File: src/rtl/joystick_conditioner.sv
// N-channel switch conditioner: 2-flop sync, optional inversion, stable-count debounce, edge pulses.
// Define JOYSTICK_AUTO_REPEAT_EN to build the typematic auto-repeat generator.
module joystick_conditioner #(
  parameter int               N_CH       = 5,
  parameter int               DEB_CYCLES = 16,
  parameter logic [N_CH-1:0]  ACT_LOW    = '0,
  parameter int               REP_DELAY  = 1000,
  parameter int               REP_PERIOD = 200
) (
  input  logic            clk,
  input  logic            rst,
  input  logic [N_CH-1:0] i_raw,
  output logic [N_CH-1:0] o_level,
  output logic [N_CH-1:0] o_press,
  output logic [N_CH-1:0] o_release,
  output logic [N_CH-1:0] o_repeat,
  output logic            o_any
);

  localparam int             CNT_W    = (DEB_CYCLES > 1) ? $clog2(DEB_CYCLES) : 1;
  localparam logic [CNT_W-1:0] CNT_LAST = CNT_W'(DEB_CYCLES - 1);

  logic [N_CH-1:0]  s1_p0;
  logic [N_CH-1:0]  s2_p1;
  logic [N_CH-1:0]  x_p1;
  logic [N_CH-1:0]  flip_p1;
  logic [N_CH-1:0]  state_p2;
  logic [N_CH-1:0]  state_p3;
  logic [CNT_W-1:0] deb_cnt_p1 [N_CH];

  assign x_p1 = s2_p1 ^ ACT_LOW;

  // A flip happens on the DEB_CYCLES-th consecutive cycle of disagreement.
  always_comb begin
    flip_p1 = '0;
    for (int i = 0; i < N_CH; i++) begin
      flip_p1[i] = (x_p1[i] != state_p2[i]) && (deb_cnt_p1[i] == CNT_LAST);
    end
  end

  // Stage p0/p1: synchroniser; stage p2: debounced state; stage p3: delayed state for edges
  always_ff @(posedge clk) begin
    if (rst) begin
      s1_p0    <= '0;
      s2_p1    <= '0;
      state_p2 <= '0;
      state_p3 <= '0;
      for (int i = 0; i < N_CH; i++) begin
        deb_cnt_p1[i] <= '0;
      end
    end else begin
      s1_p0    <= i_raw;
      s2_p1    <= s1_p0;
      state_p2 <= state_p2 ^ flip_p1;
      state_p3 <= state_p2;
      for (int i = 0; i < N_CH; i++) begin
        if ((x_p1[i] == state_p2[i]) || flip_p1[i]) begin
          deb_cnt_p1[i] <= '0;
        end else begin
          deb_cnt_p1[i] <= deb_cnt_p1[i] + CNT_W'(1);
        end
      end
    end
  end

  assign o_level = state_p2;

  // Output stage: edge pulses and aggregate level
  always_ff @(posedge clk) begin
    if (rst) begin
      o_press   <= '0;
      o_release <= '0;
      o_any     <= 1'b0;
    end else begin
      o_press   <= state_p2 & ~state_p3;
      o_release <= ~state_p2 & state_p3;
      o_any     <= |state_p2;
    end
  end

`ifdef JOYSTICK_AUTO_REPEAT_EN
  localparam int RC_MAX = (REP_DELAY > REP_PERIOD) ? REP_DELAY : REP_PERIOD;
  localparam int RC_W   = (RC_MAX > 1) ? $clog2(RC_MAX) : 1;

  typedef enum logic {
    REP_IDLE,
    REP_ARMED
  } rep_state_t;

  rep_state_t      rep_q   [N_CH];
  rep_state_t      rep_d   [N_CH];
  logic [RC_W-1:0] rc_q    [N_CH];
  logic [RC_W-1:0] rc_d    [N_CH];
  logic [N_CH-1:0] rep_pulse_d;

  // A falling flip (flip while state is 1) wins over a same-cycle repeat.
  always_comb begin
    rep_pulse_d = '0;
    for (int i = 0; i < N_CH; i++) begin
      rep_d[i] = rep_q[i];
      rc_d[i]  = rc_q[i];
      case (rep_q[i])
        REP_IDLE: begin
          if (state_p2[i] && !state_p3[i] && !flip_p1[i]) begin
            rc_d[i]  = RC_W'(REP_DELAY - 1);
            rep_d[i] = REP_ARMED;
          end
        end
        REP_ARMED: begin
          if (!state_p2[i] || flip_p1[i]) begin
            rep_d[i] = REP_IDLE;
          end else if (rc_q[i] == '0) begin
            rep_pulse_d[i] = 1'b1;
            rc_d[i]        = RC_W'(REP_PERIOD - 1);
          end else begin
            rc_d[i] = rc_q[i] - RC_W'(1);
          end
        end
        default: rep_d[i] = REP_IDLE;
      endcase
    end
  end

  // Repeat stage: per-channel machine state and registered repeat pulse
  always_ff @(posedge clk) begin
    if (rst) begin
      o_repeat <= '0;
      for (int i = 0; i < N_CH; i++) begin
        rep_q[i] <= REP_IDLE;
        rc_q[i]  <= '0;
      end
    end else begin
      o_repeat <= rep_pulse_d;
      for (int i = 0; i < N_CH; i++) begin
        rep_q[i] <= rep_d[i];
        rc_q[i]  <= rc_d[i];
      end
    end
  end
`else
  // Repeat timing parameters are accepted but have no effect in this build.
  if (REP_DELAY < 1 || REP_PERIOD < 1) begin : g_rep_params_ignored
  end
  assign o_repeat = '0;
`endif

endmodule

File: config.mk
export PLATFORM = sky130hd
export DESIGN_NAME = joystick_conditioner
export DESIGN_NICKNAME = d
export VERILOG_FILES = /design/src/rtl/joystick_conditioner.sv
export SDC_FILE = /design/constraint.sdc
export NUM_CORES = 1
export LEC_CHECK = 0
export CAP_MARGIN = 30
export CORE_UTILIZATION = 55
export CTS_CLUSTER_SIZE = 14
export DETAILED_ROUTE_END_ITERATION = 10
export GPL_ROUTABILITY_DRIVEN = 0
export GPL_TIMING_DRIVEN = 0
export PLACE_DENSITY = 0.8
export SLEW_MARGIN = 30
export SYNTH_ARGS = -nofsm -noshare
export SYNTH_HDL_FRONTEND = slang
export SYNTH_SLANG_ARGS = --single-unit
File: constraint.sdc
create_clock -name clk -period 3.95 [get_ports clk]
set_input_delay 0.395 -clock clk [delete_from_list [all_inputs] [get_ports clk]]
set_output_delay 0.395 -clock clk [all_outputs]
set_load 0.01 [all_outputs]
### Word level (Yosys, flattened, before mapping)

Memory sizes are Yosys's and may differ from the RTL's.
Index checks and enable logic that the tools add are counted.

* register bits after elaboration: 31
* RAM bits: 20
* output and inout port bits: 21
* word-level logic and storage cells: 96
* memories: 1

* $add $sub $neg: 5
* eq/ne operators: 15
* multiplexer cells: 42
* bitwise operators: 15
* reductions and logical operators: 11

Memories
* deb_cnt_p1: words 5, bits a word 4, read ports 5, clocked after memory_dff 0, write ports 5, RTL line 29 `logic [CNT_W-1:0] deb_cnt_p1 [N_CH];`

Operators with widths (count)
* 2-to-1 mux 4 bit: 10
* 2-to-1 mux 1 bit: 32
* adder 4 x 1 -> 4 bit, second input constant: 5
* equality test 4 bit, second input constant: 5
* AND 5 bit: 2
* inverter 5 bit: 2
* bitwise OR 1 bit: 10
* equality test 1 bit: 5
* logical AND 1 bit: 5
* logical OR 1 bit: 5
* inequality test 1 bit: 5
* OR reduction 5 bit: 1
* bitwise XOR 5 bit: 1

### Depth between registers and ports, before layout

An unclocked memory read counts as a cell.

* word-level depth: 9
* depth in mapped cells: 4
* mapped depth without buffers: 4

### Least setup slack after synthesis

Ideal clock, no wire load.

* path type: register to register
* start: memory deb_cnt_p1[3][0] (netlist name)
* end: memory deb_cnt_p1[3][2] (netlist name) (data pin)
* data arrival time: 1.277 ns
* slack: 2.535 ns
* cell stages (with the launch flop): 5
* path buffers: 0
* period minus slack after synthesis: 1.415 ns
* cell sequence: edfxtp_1 -> ha_1 -> and3_1 -> or3_4 -> nor2_1

RTL lines (RTL line)
* start, declared: 29

==> flow_metrics.py <==
metrics = {
    "outcome": {
        "outcome": "finished, final reports clean",
    },
    "die": {
        "die_w_um": 61.15,
        "start_util": 0.5767,
        "core_area_um2": 3337,
        "fp-row-count": 21,
        "die_area_um2": 3739,
        "dieHeight_um": 61.15,
        "num_io_pins": 28,
    },
    "power_and_ir_drop": {
        "ir_drop_v": 0.0002605,
        "p_leak_nw": 1.019,
        "power_density_nw_per_um2": 356.1,
    },
    "cts": {
        "clock_latency_ps": 360,
        "cts_resized": 0,
        "cts_tree": "built",
        "clk_pin_slew_ps": 130,
        "root_buffer": "clkbuf_4",
        "cts_inserted_buffers": 5,
        "htreeDepth": 2,
        "cts_buffer_depth": 2,
        "cts_setup_buffers": 0,
        "ctsHoldBuffers": 0,
        "cts_sinks": 51,
    },
    "worst_setup_path": {
        "cp.depth": 1,
        "crit_type": "flip-flop to primary output",
        "cp_max_fo": 6,
        "path_cells": "clkdlybuf4s50_1",
        "crit_required_ps": 3560,
        "worst_path_max_delay_cell": "clkdlybuf4s50_1",
        "arrival_ps": 1440,
        "r2r_cells": 4,
        "startpoint_type": "flip-flop",
        "cp_top_family": "buffers and inverters",
        "cp-end-kind": "primary output",
        "cp.buffers_inverters": 1,
        "cpPeakStageDelay_ps": 590,
    },
    "run": {
        "maxCapViolations": 0,
    },
    "routing": {
        "wirelength_um": 2875,
        "vias": 1164,
        "viasPerCell": 4.529,
        "wl_per_cell_um": 11.19,
        "route.detailed.drc": 0,
        "ant_nets": 0,
        "firstDrtPassIters": 4,
        "initialDrtViolationCount": 39,
    },
    "global_routing": {
        "first_global_vias": 1076,
        "grt_max_degree": 16,
        "grt_pass1_wl_um": 4491,
        "grt_use_total": 0.1711,
        "antenna_found_initial": 0,
        "grt.overflow.total": 0,
    },
    "cells_and_area": {
        "syn_to_final_growth_pct": 21.59,
        "layout.cells.non_filler": 257,
        "fillers": 271,
        "final-seq-area_um2": 1221,
        "final_cell_mix": "dfxtp_1 (31), conb_1 (25), nor2_1 (22), clkdlybuf4s50_1 (22)",
        "drive_above_1_share": 0.06635,
        "n_antenna_cell": 0,
        "multi_input_area_um2": 720.7,
        "fin_nets": 223,
        "final_common_cell": "dfxtp_1",
    },
    "timing": {
        "timing.final.crit_share": 0.4634,
        "finalCriticalPeriod_ps": 1831,
        "layout_setup_ws_ps": 2119,
        "tns_ps": 0,
        "fmax_ghz": 0.5463,
        "grt_setup_unrepaired": "false",
        "skew_ps": 15.57,
        "slew_viol_final": 0,
        "timing_hold_violations_final": 0,
        "setup_viol": 0,
    },
    "yosys": {
        "syn_inst": 159,
        "ys_types": 21,
        "syn-cell-area_um2": 1924,
        "synth_edf_count": 20,
        "async_flop_share": 0,
        "yosysSeqAreaShare": 0.6346,
        "ys.flop_type": "dfxtp_1",
        "synth_seq_cells": 51,
        "yosys_warnings": 0,
        "avgSynthCellArea_um2": 12.10,
    },
    "placement": {
        "dpl.cell_count": 250,
        "portBuffers": 22,
        "hpwl_um": 2145,
        "pre_cts_slack_ps": 1980,
    },
    "min_path": {
        "holdPathStages": 1,
        "hold_class": "flip-flop to flip-flop",
    },
}
-- where the power goes --
| part | internal, mW | switching (mW) |
|---|---|---|
| registers | 0.561 | 0.00866 |
| logic | 0.0213 | 0.0224 |
| clock network | 0.0664 | 0.154 |
| total | 0.648 | 0.185 |
-- registers in the layout, indices dropped and copies added (netlist names), named ones only --
| name | flops |
|---|---|
| deb_cnt_p1 | 20 |
| o_any | 1 |
| o_press | 5 |
| o_release | 5 |
| s1_p0 | 5 |
| s2_p1 | 5 |
| state_p3 | 5 |
-- layer usage --
metal | routed length (um) | GRT usage
met1 | 1209 | 0.1808
met2 | 1504 | 0.3059
met3 | 118 | 0.06303
met4 | 43 | 0.07143
met5 | 0 | 0
-- final cells by class --
cell class                 count  area share
buffer                         8     0.02139
clock buffer                   5     0.01604
inverter                       5    0.008021
multi-input combinational    118      0.3080
clock inverter                 2    0.005882
timing repair buffer          22     0.09412
sequential                    51      0.5219
tap                           46     0.02460
-- cells by family after synthesis --
| logic type | after synthesis | share of synthesized area |
|---|---|---|
| buf+inv | 13 | 0.03576 |
| simple gates | 67 | 0.1964 |
| other cells | 2 | 0.003903 |
| compound gates | 1 | 0.002598 |
| fa+ha+maj | 5 | 0.03251 |
| xor+xnor | 15 | 0.06827 |
| flops | 51 | 0.6346 |
| mux | 5 | 0.02601 |
-- cells in the mapped netlist, types with 2 or more instances --
cell	number	area, um^2
dfxtp_1	31	620.6
nor2_1	22	82.58
edfxtp_1	20	600.6
nor2b_1	20	125.1
xor2_1	13	113.9
nand3_1	9	45.04
buf_4	5	37.54
ha_1	5	62.56
inv_1	5	18.77
mux2i_1	5	50.05
nor3b_1	5	37.54
and3b_1	4	35.03
nand3b_1	4	30.03
clkbuf_1	2	7.510
conb_1	2	7.510
xnor2_1	2	17.52
-- through the flow --
step	util	hold slack (ps)	area, um^2	total power, mW
2_1_floorplan	-	383.5	2011	0.6091
3_3_place_gp	0.6858	389.4	2288	0.6210
3_5_place_dp	0.6858	394.0	2288	0.6238
4_1_cts	0.7012	412.8	2340	0.8403
5_1_grt	0.7012	425.8	2340	0.8673
6_report	0.7012	415.5	2340	0.8331
-- final timing paths --
| check | endpoint | slack [ps] | startpoint |
|---|---|---|---|
| min reg2reg | o_press[4]$_SDFF_PP0_ | 420 | state_p3[4]$_SDFF_PP0_ |
| min | o_press[4]$_SDFF_PP0_ | 420 | state_p3[4]$_SDFF_PP0_ |
| max | o_level[1] | 2120 | flip-flop |
| max reg2reg | deb_cnt_p1[3][2]$_SDFFCE_PN0P_ | 2410 | deb_cnt_p1[3][0]$_SDFFCE_PN0P_ |
(Power assumes the default switching activity.)
